[config.mk]
export PLATFORM = sky130hd
export DESIGN_NAME = monitor_decimal_lector
export DESIGN_NICKNAME = d
export VERILOG_FILES = /design/src/rtl/monitor_decimal_pkg.sv /design/src/rtl/seg7_a_bcd.sv /design/src/rtl/monitor_decimal_lector.sv
export SDC_FILE = /design/constraint.sdc
export NUM_CORES = 1
export LEC_CHECK = 0
export BUFFER_PORTS_ARGS = -buffer_cell sky130_fd_sc_hd__clkbuf_2
export CORE_MARGIN = 1
export CORE_UTILIZATION = 50
export DETAILED_ROUTE_END_ITERATION = 10
export GPL_ROUTABILITY_DRIVEN = 0
export GPL_TIMING_DRIVEN = 0
export HOLD_SLACK_MARGIN = 0.03
export PLACE_DENSITY = 0.78
export SLEW_MARGIN = 40
export SYNTH_ARGS = -nofsm -noshare
export SYNTH_HDL_FRONTEND = slang
export SYNTH_SLANG_ARGS = --single-unit
[constraint.sdc]
create_clock -name clock_placa -period 11.1 [get_ports clock_placa]
set_clock_uncertainty 0.1 [all_clocks]
set_input_delay 2.775 -clock clock_placa [delete_from_list [all_inputs] [get_ports clock_placa]]
set_output_delay 2.775 -clock clock_placa [all_outputs]
set_load 0.05 [all_outputs]
[src/rtl/monitor_decimal_pkg.sv]
// Shared definitions for the decimal 7-segment driver and its loopback reader.
// Holds the active-low segment codes, the active-low digit select encodings,
// the rejected-frame cause codes and the reader FSM state encoding.
package monitor_decimal_pkg;

    // seg[6:0] = {g,f,e,d,c,b,a}, active-low
    localparam logic [6:0] SEG_0     = 7'h40;
    localparam logic [6:0] SEG_1     = 7'h79;
    localparam logic [6:0] SEG_2     = 7'h24;
    localparam logic [6:0] SEG_3     = 7'h30;
    localparam logic [6:0] SEG_4     = 7'h19;
    localparam logic [6:0] SEG_5     = 7'h12;
    localparam logic [6:0] SEG_6     = 7'h02;
    localparam logic [6:0] SEG_7     = 7'h78;
    localparam logic [6:0] SEG_8     = 7'h00;
    localparam logic [6:0] SEG_9     = 7'h10;
    localparam logic [6:0] SEG_BLANK = 7'h7F;

    localparam logic [2:0] SEL_UNI  = 3'b110;
    localparam logic [2:0] SEL_DEC  = 3'b101;
    localparam logic [2:0] SEL_CEN  = 3'b011;
    localparam logic [2:0] SEL_NONE = 3'b111;

    localparam logic [1:0] ERR_NINGUNO  = 2'b00;
    localparam logic [1:0] ERR_PATRON   = 2'b01;
    localparam logic [1:0] ERR_OVERFLOW = 2'b10;
    localparam logic [1:0] ERR_BLANKING = 2'b11;

    typedef enum logic [1:0] {
        ST_COLLECT = 2'd0,
        ST_CALC    = 2'd1,
        ST_EMIT    = 2'd2
    } estado_t;

    // Three BCD digits to binary; 999 fits in 10 bits.
    function automatic logic [9:0] bcd3_a_bin(input logic [3:0] cen,
                                              input logic [3:0] dec,
                                              input logic [3:0] uni);
        return (10'(cen) * 10'd100) + (10'(dec) * 10'd10) + 10'(uni);
    endfunction

endpackage

[src/rtl/seg7_a_bcd.sv]
// Combinational 7-segment (active-low) to BCD decoder.
//   seg_i      : segment pattern {g..a}
//   bcd_o      : decoded digit, 0 for blank or invalid patterns
//   blank_o    : all segments off
//   invalido_o : pattern is neither a digit nor blank
module seg7_a_bcd
    import monitor_decimal_pkg::*;
(
    input  logic [6:0] seg_i,
    output logic [3:0] bcd_o,
    output logic       blank_o,
    output logic       invalido_o
);

    always_comb begin
        bcd_o      = 4'd0;
        blank_o    = 1'b0;
        invalido_o = 1'b0;
        case (seg_i)
            SEG_0:     bcd_o = 4'd0;
            SEG_1:     bcd_o = 4'd1;
            SEG_2:     bcd_o = 4'd2;
            SEG_3:     bcd_o = 4'd3;
            SEG_4:     bcd_o = 4'd4;
            SEG_5:     bcd_o = 4'd5;
            SEG_6:     bcd_o = 4'd6;
            SEG_7:     bcd_o = 4'd7;
            SEG_8:     bcd_o = 4'd8;
            SEG_9:     bcd_o = 4'd9;
            SEG_BLANK: blank_o = 1'b1;
            default:   invalido_o = 1'b1;
        endcase
    end

endmodule

[src/rtl/monitor_decimal_lector.sv]
// Loopback reader for the multiplexed 3-digit decimal 7-segment driver.
// Samples the scanned segment bus, accepts each digit after a stable dwell,
// and once all three slots are filled decodes the frame and either reports
// the value (valido pulse) or rejects it (error_trama pulse + cause code).
//   clock_placa  : system clock, rising edge
//   reset        : synchronous, active-high
//   reg7SEG      : segment bus, active-low, [7]=dp (ignored)
//   sel_pantalla : digit select, one-hot active-low
//   valor        : last successfully decoded value
//   valido       : one-cycle pulse when valor updates
//   error_trama  : one-cycle pulse on a rejected frame
//   codigo_error : cause of the last rejected frame
//
// state      | meaning
// ST_COLLECT | digit acceptance active, waiting for all three slots
// ST_CALC    | decode slots and compute value/errors, acceptance frozen
// ST_EMIT    | pulse result, clear mask and dwell counter
module monitor_decimal_lector
    import monitor_decimal_pkg::*;
#(
    parameter int WIDTH         = 8,
    parameter int STABLE_CYCLES = 4
) (
    input  logic             clock_placa,
    input  logic             reset,
    input  logic [7:0]       reg7SEG,
    input  logic [2:0]       sel_pantalla,
    output logic [WIDTH-1:0] valor,
    output logic             valido,
    output logic             error_trama,
    output logic [1:0]       codigo_error
);

    localparam logic [7:0]  STAB = 8'(STABLE_CYCLES);
    localparam int unsigned MAXV = (WIDTH >= 10) ? 32'd1023 : ((32'd1 << WIDTH) - 32'd1);

    logic [6:0]       seg_q;
    logic [2:0]       sel_q;
    logic [9:0]       prev_q;
    logic [7:0]       cnt_q, cnt_d;
    logic [2:0]       mask_q, mask_d;
    logic [6:0]       slot_uni_q, slot_uni_d;
    logic [6:0]       slot_dec_q, slot_dec_d;
    logic [6:0]       slot_cen_q, slot_cen_d;
    estado_t          estado_q, estado_d;
    logic [WIDTH-1:0] valor_q, valor_d;
    logic [1:0]       code_q, code_d;
    logic             ok_q, ok_d;

    logic unused_dp;
    assign unused_dp = reg7SEG[7];

    logic [3:0] bcd_uni, bcd_dec, bcd_cen;
    logic       blank_uni, blank_dec, blank_cen;
    logic       inv_uni, inv_dec, inv_cen;

    seg7_a_bcd u_dec_uni (.seg_i(slot_uni_q), .bcd_o(bcd_uni), .blank_o(blank_uni), .invalido_o(inv_uni));
    seg7_a_bcd u_dec_dec (.seg_i(slot_dec_q), .bcd_o(bcd_dec), .blank_o(blank_dec), .invalido_o(inv_dec));
    seg7_a_bcd u_dec_cen (.seg_i(slot_cen_q), .bcd_o(bcd_cen), .blank_o(blank_cen), .invalido_o(inv_cen));

    logic [9:0] muestra;
    logic       sel_ok, igual, acepta;
    logic [9:0] suma;
    logic       err_patron, err_blank, err_ovf;

    assign muestra = {sel_q, seg_q};
    assign sel_ok  = (sel_q == SEL_UNI) || (sel_q == SEL_DEC) || (sel_q == SEL_CEN);
    assign igual   = (muestra == prev_q);

    // Blank leading digits decode as 0, so they drop out of the sum naturally.
    assign suma       = bcd3_a_bin(bcd_cen, bcd_dec, bcd_uni);
    assign err_patron = inv_uni | inv_dec | inv_cen | blank_uni;
    assign err_blank  = blank_dec & ~blank_cen;
    assign err_ovf    = 32'(suma) > MAXV;

    always_comb begin
        estado_d   = estado_q;
        cnt_d      = cnt_q;
        mask_d     = mask_q;
        slot_uni_d = slot_uni_q;
        slot_dec_d = slot_dec_q;
        slot_cen_d = slot_cen_q;
        valor_d    = valor_q;
        code_d     = code_q;
        ok_d       = ok_q;

        if (!sel_ok) begin
            cnt_d = 8'd0;
        end else if (igual) begin
            cnt_d = (cnt_q >= STAB) ? cnt_q : cnt_q + 8'd1;
        end else begin
            cnt_d = 8'd1;
        end

        // Fires once per dwell: on reaching STAB, not while saturated there.
        // A changed sample with STAB==1 reaches it immediately.
        acepta = (estado_q == ST_COLLECT) && sel_ok && (cnt_d == STAB) &&
                 !(igual && (cnt_q == STAB));

        if (acepta) begin
            case (sel_q)
                SEL_UNI: begin slot_uni_d = seg_q; mask_d[0] = 1'b1; end
                SEL_DEC: begin slot_dec_d = seg_q; mask_d[1] = 1'b1; end
                SEL_CEN: begin slot_cen_d = seg_q; mask_d[2] = 1'b1; end
                default: ;
            endcase
        end

        case (estado_q)
            ST_COLLECT: begin
                if (mask_q == 3'b111) estado_d = ST_CALC;
            end
            ST_CALC: begin
                estado_d = ST_EMIT;
                ok_d     = 1'b0;
                if (err_patron) begin
                    code_d = ERR_PATRON;
                end else if (err_blank) begin
                    code_d = ERR_BLANKING;
                end else if (err_ovf) begin
                    code_d = ERR_OVERFLOW;
                end else begin
                    ok_d    = 1'b1;
                    valor_d = WIDTH'(suma);
                end
            end
            ST_EMIT: begin
                estado_d = ST_COLLECT;
                mask_d   = 3'b000;
                cnt_d    = 8'd0;
            end
            default: estado_d = ST_COLLECT;
        endcase
    end

    always_ff @(posedge clock_placa) begin
        if (reset) begin
            seg_q      <= SEG_BLANK;
            sel_q      <= SEL_NONE;
            prev_q     <= '0;
            cnt_q      <= '0;
            mask_q     <= '0;
            slot_uni_q <= SEG_BLANK;
            slot_dec_q <= SEG_BLANK;
            slot_cen_q <= SEG_BLANK;
            estado_q   <= ST_COLLECT;
            valor_q    <= '0;
            code_q     <= ERR_NINGUNO;
            ok_q       <= 1'b0;
        end else begin
            seg_q      <= reg7SEG[6:0];
            sel_q      <= sel_pantalla;
            prev_q     <= muestra;
            cnt_q      <= cnt_d;
            mask_q     <= mask_d;
            slot_uni_q <= slot_uni_d;
            slot_dec_q <= slot_dec_d;
            slot_cen_q <= slot_cen_d;
            estado_q   <= estado_d;
            valor_q    <= valor_d;
            code_q     <= code_d;
            ok_q       <= ok_d;
        end
    end

    assign valor        = valor_q;
    assign valido       = (estado_q == ST_EMIT) &&  ok_q;
    assign error_trama  = (estado_q == ST_EMIT) && !ok_q;
    assign codigo_error = code_q;

endmodule

==> metrics.txt <==
post-route minimum period 5048 ps; Max clock buf depth 2; crit path cell chain clkbuf_1 > or3b_1 > a211oi_1 > nor2_1 > inv_1 > ha_1 > ha_1 > inv_1 > fa_1 > inv_1 > ha_1 > ha_1 > a21oi_1 > a21oi_1 > a2111oi_0 > o21ai_0 > nand4b_4 > buf_6 > mux2_4; post-cts sizing count 0; largest net degree at the start of global routing 13; Overflow after GRT 0; CTS root buffer clkbuf_8; Mapped Area between 3000 and 4000 um2; total track usage 0.1988; htree depth 3; Seq/Total Area, Yosys 0.3443; Post-synth ARST share 0; CP max stage cell a2111oi_0; Distinct cells, synth 59; endpoints failing hold 0; Power Total around 0.00043 W; postcts setup bufs 0; diode count 0; Synth Warn # 0; Vias ~3,000; clock insertion delay at the later pin of the skew report approximately 340 ps; area grow syn2layout 10.72%; post-route setup TNS 0 ps; max-slew violation count 0; kind of critical path register to register; global-route wire length before repair ~12,000 um; Final Cycle Share 0.4548; final number of setup-violating endpoints 0; share of cells above drive strength 1 0.1413; vias per std cell 5.293; maximum fanout along the worst path 9; Max Cap Viol 0; cells after synthesis around 430; CTS tree yes; CP required about 11,000 ps; LEAKAGE ~1.9 nW; core area approximately 7300 um2; worst hold path class register to register; number of flops mapped to enable cells by yosys 0; vias in the first global route approximately 2,700; top_reg_cell synth dfxtp_1; FF+latch count, synth between 60 and 70; Post-Syn Area per Cell 8.811 um2; Initial DRC Count between 200 and 300; Final HPWL DP ~5600 um; peak supply drop around 0.10 mV; Slew @ Worst Pin 665.3 ps; slowest stage delay, CP 430 ps; PD cells around 100 nW/um2; Die ar. between 7000 and 8000 um2; outcome finished clean; commonest non-fill, non-tap cells in the layout dfxtp_1, nor2_1, inv_1; Crit path top cell by count ha_1; total CTS buffers 9; num rows 31; Worst setup SP type register; # IOs 25; IO Port Bufs 23; Worst setup EP type register; Post-CTS Hold Fix Bufs 0; Net Count, Synth 472; routed len/inst 12.87 um; DRT antenna net count 0; DRT Pass-1 Iters 4; Post-Route WL approximately 7300 um; nets approximately 510; relative max-transition margin 0.5528; RSZ-0062 raised after global routing no; Die H 88.95 um; fmax just under 0.2 GHz; Sink Count 65; Starting Density 0.5184; flop-to-flop setup slack between 6000 and 7000 ps; most common cell after layout, fill and taps aside dfxtp_1; Worst Path Arrival approximately 5200 ps; initial antenna violation count 0; Die Width 88.95 um; Residual DRC 0; Reg clk slew, reported paths around 80 ps
-- worst paths after layout --
path                            cells after the start        end     startpoint
worst min register to register                      2  mask_q[0]      mask_q[0]
worst max-delay path                               19   valor[4]  slot_dec_q[2]
worst max register to register                     19   valor[4]  slot_dec_q[2]
worst min-delay path                                2  mask_q[0]      mask_q[0]
-- per-stage QoR --
stage	area (um2)	instances	hold WS, ps	utilization	worst slack [ps]
3_5_place_dp	4019	551	349.0	0.5511	6109
4_1_cts	4185	566	359.6	0.5740	6084
6_report	4185	566	360.2	0.5740	6052
3_3_place_gp	4019	551	332.7	0.5511	6234
5_1_grt	4185	566	379.0	0.5740	5809
2_1_floorplan	3780	429	324.6	-	6667
-- power breakdown --
part	leakage, nW	switching (W)	total [W]	internal (W)
Sequential	0.531	0.00000410	0.000242	0.000238
Combinational	1.24	0.0000114	0.0000205	0.00000910
Clock	0.0819	0.0000904	0.000171	0.0000803
-- per-layer routing --
layer,vias to the layer above,share of wire,GRT usage
li1,1543,-,-
met1,1406,0.49,0.2540
met2,38,0.48,0.3420
met3,9,0.021,0.03878
met4,0,0.011,0.05916
met5,-,0,0
-- synthesized netlist by cell type, types with 4 or more instances --
| master | count | share of area |
|---|---|---|
| o21ai_0 | 4 | 0.0053 |
| nand3_1 | 12 | 0.016 |
| dfxtp_1 | 65 | 0.34 |
| nor2b_1 | 15 | 0.025 |
| nor3_1 | 10 | 0.013 |
| inv_1 | 32 | 0.032 |
| nor3b_1 | 5 | 0.0099 |
| or2_2 | 11 | 0.018 |
| nand4_1 | 4 | 0.0066 |
| a21o_1 | 5 | 0.0099 |
| mux2_4 | 4 | 0.016 |
| clkbuf_1 | 17 | 0.017 |
| ha_1 | 25 | 0.083 |
| nand2_1 | 12 | 0.012 |
| xor2_1 | 6 | 0.014 |
| mux2i_1 | 19 | 0.050 |
| nor2_1 | 54 | 0.054 |
| xnor2_1 | 15 | 0.035 |
| nand2b_1 | 12 | 0.020 |
| fa_1 | 5 | 0.026 |
| a21oi_1 | 16 | 0.021 |
| and3_1 | 8 | 0.013 |
| a211oi_1 | 5 | 0.0099 |
| a211o_1 | 8 | 0.019 |
| o22ai_1 | 4 | 0.0066 |
| nand4b_1 | 4 | 0.0093 |
-- critical path: cells and delay by family (launching register included) --
| family | cells | cell delay (ps) |
|---|---|---|
| AOI/OAI and AO/OA | 5 | 1500 |
| adders and majority gates | 5 | 1430 |
| buffers and inverters | 5 | 570 |
| DFF | 1 | 300 |
| muxes | 1 | 310 |
| and+or+nand+nor | 3 | 730 |
-- registers in the layout, indices dropped and copies added, names as in the netlist --
| name | cells |
|---|---|
| ok_q | 1 |
| estado_q | 2 |
| seg_q | 7 |
| slot_uni_q | 7 |
| mask_q | 3 |
| slot_cen_q | 7 |
| valor | 8 |
| prev_q | 10 |
| sel_q | 3 |
| slot_dec_q | 7 |
| codigo_error | 2 |
| cnt_q | 8 |
-- kinds of logic (layout without fill, tap and decap cells) --
| family | after synthesis | after routing | share of synthesized area |
|---|---|---|---|
| buffers and inverters | 56 | 94 | 0.06057 |
| flip-flops | 65 | 65 | 0.3443 |
| AO/OA/AOI/OAI | 65 | 65 | 0.1215 |
| XOR/XNOR | 21 | 21 | 0.04866 |
| adder cells (fa/ha/maj) | 30 | 30 | 0.1092 |
| AND/OR/NAND/NOR | 169 | 169 | 0.2496 |
| multiplexers | 23 | 23 | 0.06620 |
-- layout make-up --
class | count | area (um2)
Timing Repair Buffer | 23 | 115.1
Sequential cell | 65 | 1301
Tap cell | 99 | 123.9
Buffer | 24 | 108.9
Fill cell | 654 | 3107
Multi-Input combinational cell | 308 | 2250
Clock buffer | 9 | 123.9
Clock inverter | 6 | 42.54
Inverter | 32 | 120.1
(Power assumes the default switching activity.)
